$ cat src/rtl/cpu_pkg.sv
// Shared CPU front-end constants: PC width/increment and the sequencer state encoding.
package cpu_pkg;

  localparam int unsigned PC_W = 32;
  localparam logic [PC_W-1:0] PC_INC = 32'd4;

  typedef enum logic [1:0] {
    ST_RUN     = 2'd0,
    ST_FLUSH   = 2'd1,
    ST_HALTED  = 2'd2,
    ST_ILLEGAL = 2'd3
  } pc_state_e;

  // Redirects are only honoured while the front end is actively sequencing.
  function automatic logic accepts_redirect(input pc_state_e s);
    return (s == ST_RUN) || (s == ST_FLUSH);
  endfunction

endpackage

$ cat src/rtl/pc_target_gen.sv
// Combinational target generation: sequential PC, branch/jump redirect target, alignment check.
module pc_target_gen
  import cpu_pkg::*;
(
  input  logic [PC_W-1:0] pc,
  input  logic [PC_W-1:0] branch_pc4,
  input  logic [PC_W-1:0] branch_imm,
  input  logic [25:0]     jump_index,
  input  logic            branch_sel,
  output logic [PC_W-1:0] pc_plus4,
  output logic [PC_W-1:0] target,
  output logic            target_misaligned
);

  logic [PC_W-1:0] branch_target;
  logic [PC_W-1:0] jump_target;

  always_comb begin
    pc_plus4      = pc + PC_INC;
    branch_target = branch_pc4 + (branch_imm << 2);
    jump_target   = {pc_plus4[31:28], jump_index, 2'b00};
    // Branch wins whenever it is requested; the jump target is only a fallback.
    target            = branch_sel ? branch_target : jump_target;
    target_misaligned = |target[1:0];
  end

endmodule

$ cat src/rtl/pc_sequencer.sv
// Fetch PC sequencer: increment, stall, branch/jump redirect with flush bubbles, halt/resume.
module pc_sequencer
  import cpu_pkg::*;
#(
  parameter logic [31:0] RESET_PC     = 32'h0000_0000,
  parameter int          FLUSH_CYCLES = 1
) (
  input  logic        clk,
  input  logic        rst,
  input  logic        stall,
  input  logic        branch_req,
  input  logic [31:0] branch_pc4,
  input  logic [31:0] branch_imm,
  input  logic        jump_req,
  input  logic [25:0] jump_index,
  input  logic        halt,
  input  logic        resume,
  output logic [31:0] pc,
  output logic        pc_valid,
  output logic        flush,
  output logic        align_err,
  output logic [1:0]  state
);

  localparam logic [2:0] FLUSH_LOAD = 3'(FLUSH_CYCLES);

  pc_state_e       state_q, state_d;
  logic [PC_W-1:0] pc_q, pc_d;
  logic [2:0]      cnt_q, cnt_d;
  logic            align_q, align_d;

  logic [PC_W-1:0] pc_plus4;
  logic [PC_W-1:0] target;
  logic            target_misaligned;
  logic            redirect;

  pc_target_gen u_target_gen (
    .pc                (pc_q),
    .branch_pc4        (branch_pc4),
    .branch_imm        (branch_imm),
    .jump_index        (jump_index),
    .branch_sel        (branch_req),
    .pc_plus4          (pc_plus4),
    .target            (target),
    .target_misaligned (target_misaligned)
  );

  assign redirect = (branch_req | jump_req) & accepts_redirect(state_q);

  always_ff @(posedge clk) begin
    if (rst) begin
      state_q <= ST_RUN;
      pc_q    <= RESET_PC;
      cnt_q   <= 3'd0;
      align_q <= 1'b0;
    end else begin
      state_q <= state_d;
      pc_q    <= pc_d;
      cnt_q   <= cnt_d;
      align_q <= align_d;
    end
  end

  always_comb begin
    state_d = state_q;
    pc_d    = pc_q;
    cnt_d   = cnt_q;
    align_d = align_q;

    if (redirect) begin
      // A redirect in FLUSH restarts the bubble count just like one in RUN.
      state_d = ST_FLUSH;
      pc_d    = target;
      cnt_d   = FLUSH_LOAD;
      align_d = align_q | target_misaligned;
    end else begin
      case (state_q)
        ST_RUN: begin
          if (halt) begin
            state_d = ST_HALTED;
          end else if (!stall) begin
            pc_d = pc_plus4;
          end
        end
        ST_FLUSH: begin
          // Bubbles drain regardless of stall; halt waits until RUN.
          cnt_d = cnt_q - 3'd1;
          if (cnt_q <= 3'd1) begin
            state_d = ST_RUN;
          end
        end
        ST_HALTED: begin
          if (resume) begin
            state_d = ST_RUN;
          end
        end
        default: begin
          state_d = ST_RUN;
        end
      endcase
    end
  end

  assign pc        = pc_q;
  assign pc_valid  = (state_q == ST_RUN);
  assign flush     = (state_q == ST_FLUSH);
  assign align_err = align_q;
  assign state     = state_q;

endmodule
$ cat config.mk
export PLATFORM = sky130hd
export DESIGN_NAME = pc_sequencer
export DESIGN_NICKNAME = d
export VERILOG_FILES = /design/src/rtl/cpu_pkg.sv /design/src/rtl/pc_target_gen.sv /design/src/rtl/pc_sequencer.sv
export SDC_FILE = /design/constraint.sdc
export NUM_CORES = 1
export LEC_CHECK = 0
export CELL_PAD_IN_SITES_DETAIL_PLACEMENT = 1
export CELL_PAD_IN_SITES_GLOBAL_PLACEMENT = 2
export CORE_MARGIN = 3
export CORE_UTILIZATION = 25
export DETAILED_ROUTE_END_ITERATION = 10
export GPL_TIMING_DRIVEN = 0
export PLACE_DENSITY_LB_ADDON = 0.15
export SLEW_MARGIN = 30
export SYNTH_ARGS = -nofsm -noshare
export SYNTH_HDL_FRONTEND = slang
export SYNTH_SLANG_ARGS = --single-unit
$ cat constraint.sdc
create_clock -name clk -period 3.81 [get_ports clk]
set_clock_uncertainty 0.2 [all_clocks]
set_input_delay 0.9525 -clock clk [delete_from_list [all_inputs] [get_ports clk]]
set_output_delay 0.9525 -clock clk [all_outputs]
set_load 0.03 [all_outputs]
# ---- Yosys cells after proc, flatten, opt, wreduce, memory -nomap -nowiden
# Cells that the tools add are included.
dict set report word_totals {
  register_bits 38
  out_inout_bits 37
}
dict set report op_classes {
  add_sub_neg 3
  order_cmp 1
  n_eq_ne 10
  mux 12
  bitwise_logic 3
  reduce_logical 9
}
# operator count
set ops {}
lappend ops {{32-bit 2-to-1 mux} 5}
lappend ops {{32-bit by 3-bit adder with 32-bit output (second input constant)} 1}
lappend ops {{32-bit adder} 1}
lappend ops {{3-bit AND reduction} 3}
lappend ops {{2-bit 2-to-1 mux} 3}
lappend ops {{2-bit by 1-bit != test with 1-bit output (second input constant)} 3}
lappend ops {{2-bit case mux with 3 select lines} 1}
lappend ops {{2-bit != test (second input constant)} 2}
lappend ops {{2-bit nonzero test} 2}
lappend ops {{2-bit OR reduction} 2}
lappend ops {{3-bit by 1-bit less-or-equal comparator with 1-bit output (second input constant)} 1}
lappend ops {{1-bit 2-to-1 mux} 3}
lappend ops {{3-bit by 1-bit != test with 1-bit output (second input constant)} 1}
lappend ops {{3-bit by 2-bit != test with 1-bit output (second input constant)} 1}
lappend ops {{3-bit != test (second input constant)} 1}
lappend ops {{3-bit by 1-bit subtractor with 3-bit output (second input constant)} 1}
lappend ops {{2-bit by 1-bit == test with 1-bit output (second input constant)} 1}
lappend ops {{2-bit == test (second input constant)} 1}
lappend ops {{2-bit zero test} 1}
lappend ops {{1-bit OR} 2}
lappend ops {{1-bit bitwise AND} 1}
lappend ops {{1-bit logical OR} 1}

# ---- Logic depth before layout (Yosys ltp)
dict set report logic_depth {
  word_depth 5
  depth_mapped 10
  depth_no_buf 10
}

# ---- By module
# Synthesis repeated with hierarchy kept, for this count alone.
dict set report hier_totals {
  cells_unflattened 551
  area_unflattened_um2 4578.1
}
# module n_inst cells_each area_per_inst_um2 seq_area_each_um2
set by_module_without_submodules {}
lappend by_module_without_submodules {pc_target_gen 1 369 2652.5 0.0}
lappend by_module_without_submodules {pc_sequencer 1 182 1925.6 760.7}

# ---- Worst setup path after synthesis
# No wires, ideal clock.
dict set report synth_path {
  path_kind {input to register}
  from {in branch_pc4[2]}
  to {reg pc_q[26], in the netlist pc[26]}
  setup_ps 103
  arrival_time_ps 3282
  slack_ps 225
  stages 10
  path_cell_list {ha_1 fa_1 a211oi_1 o21a_1 or3_4 a211oi_2 nor4_1 o31ai_2 xnor2_1 a2111oi_2}
}
dict set report synth_between {
  elab_chain_len 3
}
# element line
set synth_lines {}
lappend synth_lines {{start: declaration} pc_sequencer.sv:12} ;# input logic [31:0] branch_pc4,
lappend synth_lines {{32-bit adder} pc_target_gen.sv:20} ;# branch_target = branch_pc4 + (branch_imm << 2);
lappend synth_lines {{32-bit 2-to-1 mux} pc_target_gen.sv:23} ;# target = branch_sel ? branch_target : jump_target;
lappend synth_lines {{32-bit 2-to-1 mux} pc_sequencer.sv:70} ;# if (redirect) begin
lappend synth_lines {{end signal: assignment} pc_sequencer.sv:58} ;# pc_q <= pc_d;
lappend synth_lines {{end: declaration} pc_sequencer.sv:28} ;# logic [PC_W-1:0] pc_q, pc_d;
# No other way between the ends.
# A chain may end at the register's enable or synchronous reset.

# ---- Worst setup path in the final report
dict set report layout_path {
  from {in branch_pc4[20]}
  to {reg pc_q[31], in the netlist pc[31]}
}
# Same word-level chain as after synthesis.

==> summary.md <==
| Metric | Value |
|---|---|
| Initial drt markers | `181` |
| Clk slew on worst S/H paths | `60 ps` |
| Layout Area Growth over Synthesis | `51.1%` |
| Worst setup endpoint | `pc[31]` |
| CP dominant cell by count | `a21oi_1` |
| Wire length per cell | `18.4 µm` |
| Post-synthesis sequential area ratio | `0.205` |
| Max Fclk | `271 MHz` |
| Max-slew violation count | `0` |
| Setup violators final | `0` |
| Hold slack | `255 ps` |
| Antenna violations before repair | `0` |
| Final hold viol count | `0` |
| Worst R2R Setup Slack | `960 ps` |
| Post-synth cell types | `55` |
| Status | `finished clean` |
| CP Capture Type | `flip-flop` |
| Fin Setup TNS | `0 ps` |
| Main combinational cell family by area after synthesis | `compound AO/OA/AOI/OAI gates` |
| Area of the multi-input gates | `2990 µm²` |
| Clock group share of total power | `0.251` |
| Clock Tree Buf Depth | `2` |
| Xor/xnor share of the synthesized area | `0.106` |
| Die height | `128 µm` |
| Io pins | `134` |
| YS warnings | `0` |
| Gr usage total | `0.180` |
| R2r startpoint | `state[1]` |
| RD Place Congestion | `0.845` |
| Pwr/cell area | `302 nW/µm²` |
| Synth area leaders | `dfxtp_1, ha_1, nor2_1` |
| Via count | `4,285` |
| Post-synthesis mux area share | `0.0219` |
| R2R cell count | `8` |
| Vias in the first global route | `4,430` |
| Initial DRT Pass Iterations | `4` |
| Critical-path cell list | `clkdlybuf4s50_1 > ha_1 > and2_1 > a311o_1 > a41oi_1 > a21oi_1 > a2111oi_4 > a21oi_1 > xnor2_1 > a211oi_1` |
| First-pass GRT wire length | `23.6 mm` |
| Max Cap Viol | `0` |
| Final HPWL DP | `12.4 mm` |
| Final core occ | `0.395` |
| Hold depth | `2` |
| Pint | `0.00105 W` |
| Required @ worst endpoint | `3750 ps` |
| Slew @ Worst Pin | `828 ps` |
| Top cell family by delay on the critical path | `compound AO/OA/AOI/OAI gates` |
| Largest net degree at the start of global routing | `12` |
| CTS sink count | `38` |
| Netlist Area Pre-Place | `3710 µm²` |
| CTS tree | `done` |
| N_diodes | `0` |
| Kind of critical path | `in2reg` |
| CTS Buf Count | `5` |
| Clock Root Buffer | `clkbuf_16` |
| Fin crit share | `0.970` |
| Crit path launch type | `input pin` |
| Share of cells above drive strength 1 | `0.0759` |
| CTS H-tree depth | `2` |
| Final ANT Viol Nets | `0` |
| Crit path largest cell delay | `400 ps` |
| Number of synthesized flops with an enable pin | `0` |
| Synth area leader | `dfxtp_1` |
| Buffers on Ports | `130` |
| Area fraction of the dominant cell type after synthesis | `0.205` |
| Setup ws final | `114 ps` |
| Hold Startpoint | `align_err` |
| Reg2reg end | `pc[26]` |
| Area share of fa/ha/maj cells after synthesis | `0.113` |
| Register area | `761 µm²` |
| Nets@finish | `775` |
| Sw frac | `0.378` |
| # DRC | `0` |
| Die Area | `16,300 µm²` |
| Crit path buf inv count | `1` |
| Worst VDD drop | `0.171 mV` |
| Syn nets | `632` |
| CP arrival | `3630 ps` |
| Gr ovfl total | `0` |
| Simple-gate share of the synthesized area | `0.247` |
| Leak | `2.10 nW` |
| Rows | `43` |
| Compound-Gate Fraction of Synth Area | `0.275` |
| Worst hold path type | `reg2reg` |
| CP startpoint | `branch_pc4[20]` |
| Initial core utilization | `0.261` |
| Synth Flop Type | `dfxtp_1` |
| Cell count after synthesis | `502` |
| Crit path time final | `3700 ps` |
| Vias per cell | `5.19` |
| Ys async rst share | `0` |
| Clk Latency, worst-skew pair | `290 ps` |
| Crit path max-delay cell type | `clkdlybuf4s50_1` |
| Yosys reg bits | `38` |
| Filler cell count | `1,730` |
| Net Sw Power | `0.000639 W` |
| Crit-path max FO | `6` |
| Die W | `128 µm` |
| Mean Syn Cell Area | `7.39 µm²` |
| DRT Wirelength | `15.2 mm` |
| Rel. slew slack | `0.443` |
| Post-Place Worst Slack | `-639 ps` |
| Critical path depth | `10` |
| Sequential fraction of design power | `0.290` |
| CORE AREA | `14,200 µm²` |
| Combinational Power Share | `0.459` |
## repair_timing
item,4_1_cts,5_1_grt
setup endpoints to repair,11,11
hold buffers,0,0
resized for setup,10,28
pin swaps,3,15
buffers inserted,0,6
## worst reg2reg max path, stage by stage, from the launching register on
cell	delay (ps)
dfxtp_1	310
clkbuf_1	210
or4_1	570
clkbuf_1	270
or2_1	370
nor3_1	240
xor2_1	180
nor2_1	80
a2111oi_2	340
## cells by family (layout without fill, tap and decap cells)
family,after synthesis,after routing
AO/OA/AOI/OAI,151,151
XOR/XNOR,45,45
adder cells (fa/ha/maj),33,33
buffers and inverters,32,176
flip-flops,38,38
multiplexers,8,8
AND/OR/NAND/NOR,195,195
## sequential cells by signal (all words and copies together), names as in the netlist
signal,flops
pc,32
cnt_q,3
state,2
align_err,1
## power by group through the flow
stage / combinational (W) / clock, W / sequential [W]
6_report: 0.000776 / 0.000424 / 0.000490
5_1_grt: 0.000843 / 0.000452 / 0.000498
4_1_cts: 0.000745 / 0.000437 / 0.000490
3_5_place_dp: 0.000731 / 0 / 0.000499
3_3_place_gp: 0.000721 / 0 / 0.000496
2_1_floorplan: 0.000350 / 0 / 0.000560
## cell usage after synthesis (all sizes together) (12+ instances only)
cell type / number
a211oi: 20
xnor2: 28
nor3: 12
ha: 32
clkbuf: 20
nor2: 72
xor2: 17
dfxtp: 38
nand3: 23
nand2: 41
o21ai: 25
a21oi: 41
## metal layers
layer,part of all wire,GRT usage,routed length [µm]
met1,0.48,0.250,7270
met2,0.48,0.300,7250
met3,0.034,0.0192,521
met4,0.013,0.0412,193
met5,0,0,0
## how the worst min path moves through the flow
stage          slack, ps   endpoint
4_1_cts              260  align_err
3_5_place_dp         250  align_err
2_1_floorplan        280   cnt_q[1]
5_1_grt              270  align_err
6_report             250  align_err
3_3_place_gp         240  align_err
## area by class of cell
cell class / count / area share
plain buffers: 21 / 0.0141
repair buffers: 136 / 0.242
flip-flops and latches: 38 / 0.136
multi-input cells: 432 / 0.534
clock inverters: 1 / 0.000893
inverters: 11 / 0.00737
clock buffers: 7 / 0.0255
well taps: 180 / 0.0402
## cells in the final DEF (no fill, tap or decap), drive strengths merged, types with 7 or more instances in the layout
| master | instances |
|---|---|
| nor2 | 72 |
| nor3 | 12 |
| a21oi | 41 |
| or3 | 8 |
| nor4 | 7 |
| a31oi | 7 |
| o21bai | 7 |
| ha | 32 |
| nand2 | 41 |
| xnor2 | 28 |
| a21o | 10 |
| a2111oi | 7 |
| mux2i | 7 |
| dfxtp | 38 |
| a211oi | 20 |
| xor2 | 17 |
| buf | 7 |
| clkbuf | 27 |
| inv | 11 |
| clkdlybuf4s50 | 126 |
| nand3 | 23 |
| o21ai | 25 |
## per-stage QoR
step,cell area [µm²],instances,total power [W]
final,5600,826,0.00169
after global routing,5600,826,0.00179
after CTS,5440,820,0.00167
after detailed placement,5240,812,0.00123
after global placement,5240,812,0.00122
after floorplan,3710,502,0.000910
Note: power is estimated with default switching activity, not from simulation.
